<file path="src/rtl/atpg_pkg.sv">
// rtl/atpg_pkg.sv - shared state encoding and defaults for the ATPG response checker
package atpg_pkg;

  localparam logic [2:0] ST_IDLE    = 3'd0;
  localparam logic [2:0] ST_WAIT    = 3'd1;
  localparam logic [2:0] ST_SETTLE  = 3'd2;
  localparam logic [2:0] ST_COMPARE = 3'd3;
  localparam logic [2:0] ST_DONE    = 3'd4;

  localparam logic [15:0] DEF_SIG_POLY = 16'h1021;
  localparam logic [15:0] DEF_SIG_SEED = 16'hFFFF;

  // Sliced to the pattern-index width by users; all-ones marks "no failure seen".
  localparam logic [63:0] NO_FAIL_IDX = '1;

endpackage

</file>
<file path="src/rtl/atpg_misr.sv">
// rtl/atpg_misr.sv - serial-input MISR with seed load and shift enable
module atpg_misr
  import atpg_pkg::*;
#(
  parameter int               SIG_W    = 16,
  parameter logic [SIG_W-1:0] SIG_POLY = DEF_SIG_POLY,
  parameter logic [SIG_W-1:0] SIG_SEED = DEF_SIG_SEED
) (
  input  logic             clk,
  input  logic             rst_n,
  input  logic             load_seed,
  input  logic             en,
  input  logic             din,
  output logic [SIG_W-1:0] sig
);

  logic [SIG_W-1:0] sig_next;

  always_comb begin
    sig_next = {sig[SIG_W-2:0], 1'b0} ^ (sig[SIG_W-1] ? SIG_POLY : '0);
    sig_next[0] = sig_next[0] ^ din;
  end

  always_ff @(posedge clk or negedge rst_n) begin
    if (!rst_n) begin
      sig <= SIG_SEED;
    end else if (load_seed) begin
      sig <= SIG_SEED;
    end else if (en) begin
      sig <= sig_next;
    end
  end

endmodule

</file>
<file path="config.mk">
export PLATFORM = sky130hd
export DESIGN_NAME = atpg_misr
export DESIGN_NICKNAME = d
export VERILOG_FILES = /design/src/rtl/atpg_pkg.sv /design/src/rtl/atpg_misr.sv
export SDC_FILE = /design/constraint.sdc
export NUM_CORES = 1
export LEC_CHECK = 0
export ABC_AREA = 0
export CORE_MARGIN = 3
export CORE_UTILIZATION = 48
export DETAILED_ROUTE_END_ITERATION = 8
export PLACE_DENSITY = 0.81
export SLEW_MARGIN = 5
export SYNTH_ARGS = -nofsm -noshare
export SYNTH_HDL_FRONTEND = slang
export SYNTH_SLANG_ARGS = --single-unit
export TNS_END_PERCENT = 10
</file>
<file path="constraint.sdc">
create_clock -name clk -period 2.7 [get_ports clk]
set_clock_uncertainty 0.15 [all_clocks]
set_input_delay 0.54 -clock clk [delete_from_list [all_inputs] [get_ports clk]]
set_output_delay 0.54 -clock clk [all_outputs]
set_load 0.05 [all_outputs]
</file>
## Yosys cells after proc, flatten, opt, wreduce, memory -nomap -nowiden

Index checks and enable logic that the tools add are counted.

- Register bits after elaboration: 16
- Input bits: 5
- Output and inout bits: 16
- Logic and storage cells: 7

- Multiplexer cells: 3
- Bitwise operators: 2
- Reduce and logical (&&, ||, !) cells: 1

Operators with widths:

| kind | count |
|---|---|
| $mux W16 | 2 |
| $xor A16 B13 Y16 | 1 |
| $mux W13 | 1 |
| $reduce_bool A2 Y1 | 1 |
| $xor A1 B1 Y1 | 1 |

## Depth between registers and ports, before layout

- Depth in word-level cells: 5
- Gate-level depth with buffers: 4
- Depth with buffers taken out: 2

## Worst setup path before layout

Ideal clock, no wire load.

- Kind: flip-flop to output port
- From: reg sig[15]
- To: out sig[15]
- Arrival time: 0.708 ns
- Required time: 2.010 ns
- Setup slack: 1.302 ns
- Cell stages (with the launch flop): 1
- Path buffers: 0
- Path through: dfstp_2

RTL lines:

| what | RTL line | RTL |
|---|---|---|
| start, declared | atpg_misr.sv:14 | `output logic [SIG_W-1:0] sig` |
| start signal, assigned | atpg_misr.sv:30 | `sig <= sig_next;` |

No word-level cell between the ends.

## Final worst setup path

- From: reg sig[15]
- To: out sig[15]

No word-level cell between the ends.

==> impl_metrics.yaml <==
cts:
  cts_buffer_depth: 2
  postCtsHoldBufs: 0
  clock-root-buffer: "clkbuf_4"
  numCtsBuffers: 3
  cts.sinks: 16
  cts_setup_buffers: 0
  clkTransAtPathRegs_ns: 0.08
  ctsHtreeMaxLevel: 1
  tritoncts: "done"
  clk_latency_ns: 0.28
  cts.repair.resized: 0
yosys:
  syn_area_sq_um: 718
  async_flop_share_pct: 100
  yosys.area.top_type: "dfstp_2"
  synth_area_leaders: "dfstp_2 59%, a211o_1 16%, nor2b_1 12%, xnor2_1 3.7%, buf_6 3.1%"
  synth_seq_area_share_pct: 58.5
  synthTopCellsByCount: "16 x dfstp_2, 14 x nor2b_1, 13 x a211o_1"
  synth_most_common_cell: "dfstp_2"
  synth_top_area_share_pct: 58.5
  syn_nets: 62
  ys_types: 9
  synthCells: 57
  synth_edf_count: 0
  ys_seq_elements: 16
  syn_avg_cell_area_sq_um: 12.6
  yosysWarnings: 0
  ys.flop_type: "dfstp_2"
finish:
  postLayoutCellArea_sq_um: 927
  n_fill_cell: 111
  diodes: 0
  final_nets: 83
  seq_area_sq_um: 420
  largest_reg_flops: 16
  reg_top3: "sig: 16 flops"
  syn_to_final_growth_pct: 29.1
  regMostFlops: "sig"
  drive_gt1_share_pct: 26.3
  final_util_pct: 68.7
  multi_input_area_sq_um: 258
  fin_cells: 91
global_routing:
  grt_pass1_wl_um: 2190
  gr-total-overflow: 0
  grt_start_max_net_pins: 31
  track_usage_pct: 15.2
  grt_pass1_vias: 475
  grt_antenna_before_repair: 0
status:
  status: "completed"
hold_path:
  hp-start: "sig[12]$_DFFE_PN1P_"
  hold_end: "sig[12]$_DFFE_PN1P_"
  hold_class: "reg2reg"
  whs_path_depth: 2
critical_path:
  end_kind: "output port"
  cp.required_ns: 2.01
  worst_setup_path_start_kind: "register"
  slowest_delay_ns: 0.81
  path_class: "reg2out"
  rr_worst_depth: 2
  reg2reg_slack_ns: 1.61
  worstPathCellList: "clkdlybuf4s50_1"
  path_delay_family: "buffers and inverters"
  cp_max_fo: 5
  cp.arrival_ns: 1.68
  r2r_start: "sig[15]$_DFFE_PN1P_"
  crit_slowest_cell: "clkdlybuf4s50_1"
  cp_num_cells: 1
  path_buf_inv: 1
  r2r-end: "sig[0]$_DFFE_PN1P_"
routing:
  firstDrtPassIters: 2
  drt_iter0_drc: 5
  drcViolationCount: 0
  viasPerCell: 5.35
  num_vias: 487
  drt-total-wl_um: 1290
  wire_per_inst_um: 14.1
  ant_nets: 0
pwr:
  pwr_density_cell_mw_per_mm2: 585
  power_leakage_nw: 0.353
  ir_drop_v: 0.000353
floorplanning:
  coreArea_sq_mm: 0.00135
  num_rows: 13
  fp.dieH_um: 44.7
  die_area_sq_mm: 0.00200
  start_util_pct: 53.2
  ios: 21
  dieWidth_um: 44.7
placement:
  portBuffers: 20
  place_inst: 88
  gp_congestion: 0.693
  place_area_sq_um: 905
  hpwl_um: 872
timing:
  setup_viol: 0
  min_period_ns: 2.37
  setup_tns_ns: 0
  rsz0062_at_grt: "false"
  clock.fmax_mhz: 422
  slew_violations: 0
  hold_viol: 0
  tightest_slew_ns: 0.674
  maxSlewHeadroom_pct: 55.0
  fin_crit_sh_pct: 87.7
run:
  maxCapViolations: 0
==> layout by cell type, fill, tap and decap left out <==
cell,count
a211o_1,13
a21oi_1,3
dfstp_2,16
clkdlybuf4s50_1,20
nor2b_1,14
clkbuf_4,3
xnor2_1,3
nor3_1,3
buf_4,1
==> routing by layer <==
metal / global-route usage, % / wire length (um) / share of wire (%) / up-vias
li1: - / - / - / 241
met1: 21.5 / 601 / 47 / 230
met2: 22.3 / 602 / 47 / 14
met3: 2.85 / 60 / 4.7 / 2
met4: 7.23 / 20 / 1.6 / 0
met5: 0 / 0 / 0 / -
==> area by class of cell <==
| class | count | share of cell area, % |
|---|---|---|
| flip-flops and latches | 16 | 45.3 |
| multi-input cells | 36 | 27.8 |
| repair buffers | 21 | 22.4 |
| clock buffers | 3 | 2.43 |
| well taps | 15 | 2.02 |
==> per-stage QoR <==
step	power (W)	hold slack (ns)	setup WS [ns]
2_1_floorplan	0.000383	0.242	1.30
3_3_place_gp	0.000425	0.406	0.642
3_5_place_dp	0.000427	0.409	0.639
4_1_cts	0.000548	0.421	0.326
5_1_grt	0.000566	0.445	0.270
6_report	0.000542	0.423	0.331
==> worst max-delay path by stage <==
stage                        start  slack, ns      end
4_1_cts        sig[15]$_DFFE_PN1P_       0.33  sig[15]
2_1_floorplan  sig[15]$_DFFE_PN1P_       1.30  sig[15]
5_1_grt        sig[15]$_DFFE_PN1P_       0.27  sig[15]
6_report       sig[15]$_DFFE_PN1P_       0.33  sig[15]
3_5_place_dp   sig[15]$_DFFE_PN1P_       0.64  sig[15]
3_3_place_gp   sig[15]$_DFFE_PN1P_       0.64  sig[15]
==> where the power goes <==
group / switching [W] / leakage, nW / internal, W
Clock: 0.0000676 / 0.0138 / 0.0000518
Sequential: 0.0000128 / 0.169 / 0.000268
Combinational: 0.0000892 / 0.171 / 0.0000523
Total: 0.000170 / 0.353 / 0.000372
==> cell families (layout without fill, tap and decap cells) <==
| logic type | count (synthesis) | in the layout | share of synthesized area, % |
|---|---|---|---|
| simple gates | 17 | 17 | 14.3 |
| xor+xnor | 3 | 3 | 3.66 |
| buf+inv | 5 | 24 | 5.58 |
| flops | 16 | 16 | 58.5 |
| compound gates | 16 | 16 | 17.9 |
==> worst min-delay path, stage by stage, from the launching register on <==
cell     delay [ns]
dfstp_2        0.38
nor3_1         0.13
a21oi_1        0.06
(Power assumes the default switching activity.)
==> RTL edit: new RTL, same flow settings <==
Make the reset (`rst_n`) synchronous in one clocked block.
--- a/src/rtl/atpg_misr.sv
+++ b/src/rtl/atpg_misr.sv
@@ -21,7 +21,7 @@
     sig_next[0] = sig_next[0] ^ din;
   end
 
-  always_ff @(posedge clk or negedge rst_n) begin
+  always_ff @(posedge clk) begin
     if (!rst_n) begin
       sig <= SIG_SEED;
     end else if (load_seed) begin
Formal check against the unedited RTL: differs if rst_n is asserted again (counterexample within 4 cycles, from zero or initial values and one cycle with rst_n low); with rst_n held inactive, the same outputs for 10 cycles.
==> RTL edit against the original RTL <==
  * Via count is 7.0% lower
  * Die area is 0.61% higher
  * Synthesized area is 0.70% higher
  * Wire length is 15% lower
  * Final area is 10% lower
  * Sequential cell count stayed put
  * Count of clock-buffer cells in the layout stayed put
  * Worst setup slack better by 110 ps
  * Synthesized cell count is 23% higher
  * Highest routed layer unchanged
Power is not compared: it rests on default switching activity, and its combinational part moved more than twofold at a synthesized area within 25%.
==> RTL edit: results <==
{
  "track_usage": 0.125,
  "num_vias": 453,
  "drtIter0Drc": 6,
  "synthTopCellsByArea": "dfxtp_1, mux2i_1, buf_4, nand2_1, xnor2_1",
  "leakage_uw": 0.000348,
  "grt_pass1_vias": 413,
  "viasPerCell": 4.87,
  "dp_cells": 90,
  "ys_warn_count": 0,
  "layout-drive-gt1-share": 0.0769,
  "cts_buffers": 3,
  "n_antenna_cell": 0,
  "ys_seq_area_frac": 0.443,
  "place_congestion": 0.701,
  "crit_family": "buffers and inverters",
  "insertion_delay_ps": 280,
  "pre_cts_ws_ps": 682,
  "synthArstFlopShare": 0,
  "firstDrtPassIters": 4,
  "maxCapViolations": 0,
  "clockRootBuffer": "clkbuf_4",
  "min_path_type": "flop to flop",
  "drc": 0,
  "slowest_delay_ps": 850,
  "numPortBuffers": 20,
  "clock_path_buffers": 2,
  "cts-htree-levels": 1,
  "final_nets": 85,
  "largestRegisters": "sig (16)",
  "syn_inst": 70,
  "grt_max_degree": 17,
  "status": "finished, final reports clean",
  "relSlewSlack": 0.662,
  "grt_first_pass_wirelength_mm": 1.78,
  "yosys-top-cells-count": "dfxtp_1, buf_4, mux2i_1, nand2_1",
  "post_cts_buffers": 0,
  "path_clk_slew_ps": 80,
  "irDropWorstVdd_mv": 0.370,
  "synth_cell_types": 12,
  "crit_fanout": 5,
  "drt_wl_total_mm": 1.09,
  "syn_nets": 75,
  "arrival_ps": 1560,
  "cts.repair.resized": 0
}
[RTL edit: per-stage QoR]
step / power (uW) / util / instance area (sq um) / hold WS, ps
final: 399 / 0.618 / 835 / 354
after global routing: 420 / 0.618 / 835 / 382
after CTS: 404 / 0.618 / 835 / 359
after detailed placement: 287 / 0.601 / 812 / 339
after global placement: 287 / 0.601 / 812 / 332
after floorplan: 282 / - / 723 / 314
[RTL edit: worst register-to-register path, stage by stage (launching register included)]
cell     delay, ps
dfxtp_1        440
xnor2_1        150
a22oi_1         80
[RTL edit: final cells by class]
class | count | area (sq um)
Timing Repair Buffer | 22 | 215
Fill cell | 126 | 515
Sequential cell | 16 | 320
Tap cell | 15 | 18.8
Clock buffer | 3 | 22.5
Multi-Input combinational cell | 37 | 258
[RTL edit: per-layer routing]
metal | vias up | global-route usage | wire length, um
li1 | 234 | - | -
met1 | 202 | 0.150 | 517
met2 | 15 | 0.183 | 478
met3 | 2 | 0.0717 | 84
met4 | 0 | 0.0526 | 12
met5 | - | 0 | 0
[RTL edit: path summary, 6_finish.rpt]
path / startpoint / endpoint / slack [ps] / cells after the start
worst max-delay path: sig[15] / sig[15] / 450 / 1
worst min-delay path: sig[8] / sig[9] / 350 / 2
worst min register to register: sig[8] / sig[9] / 350 / 2
worst max register to register: sig[15] / sig[12] / 1760 / 2
[RTL edit: where the power goes]
group | internal (uW) | leakage, uW | switching, uW | total (uW)
Clock | 51.7 | 0.0000138 | 65.9 | 118
Sequential | 238 | 0.000130 | 1.91 | 240
Combinational | 18.8 | 0.000204 | 22.2 | 41.0
[RTL edit: cells by family (layout without fill, tap and decap cells)]
group	count (synthesis)	count (layout)	synth area share
buf+inv	17	25	0.201
xor+xnor	3	3	0.0363
flops	16	16	0.443
mux	13	13	0.180
simple gates	18	18	0.109
compound gates	3	3	0.0311
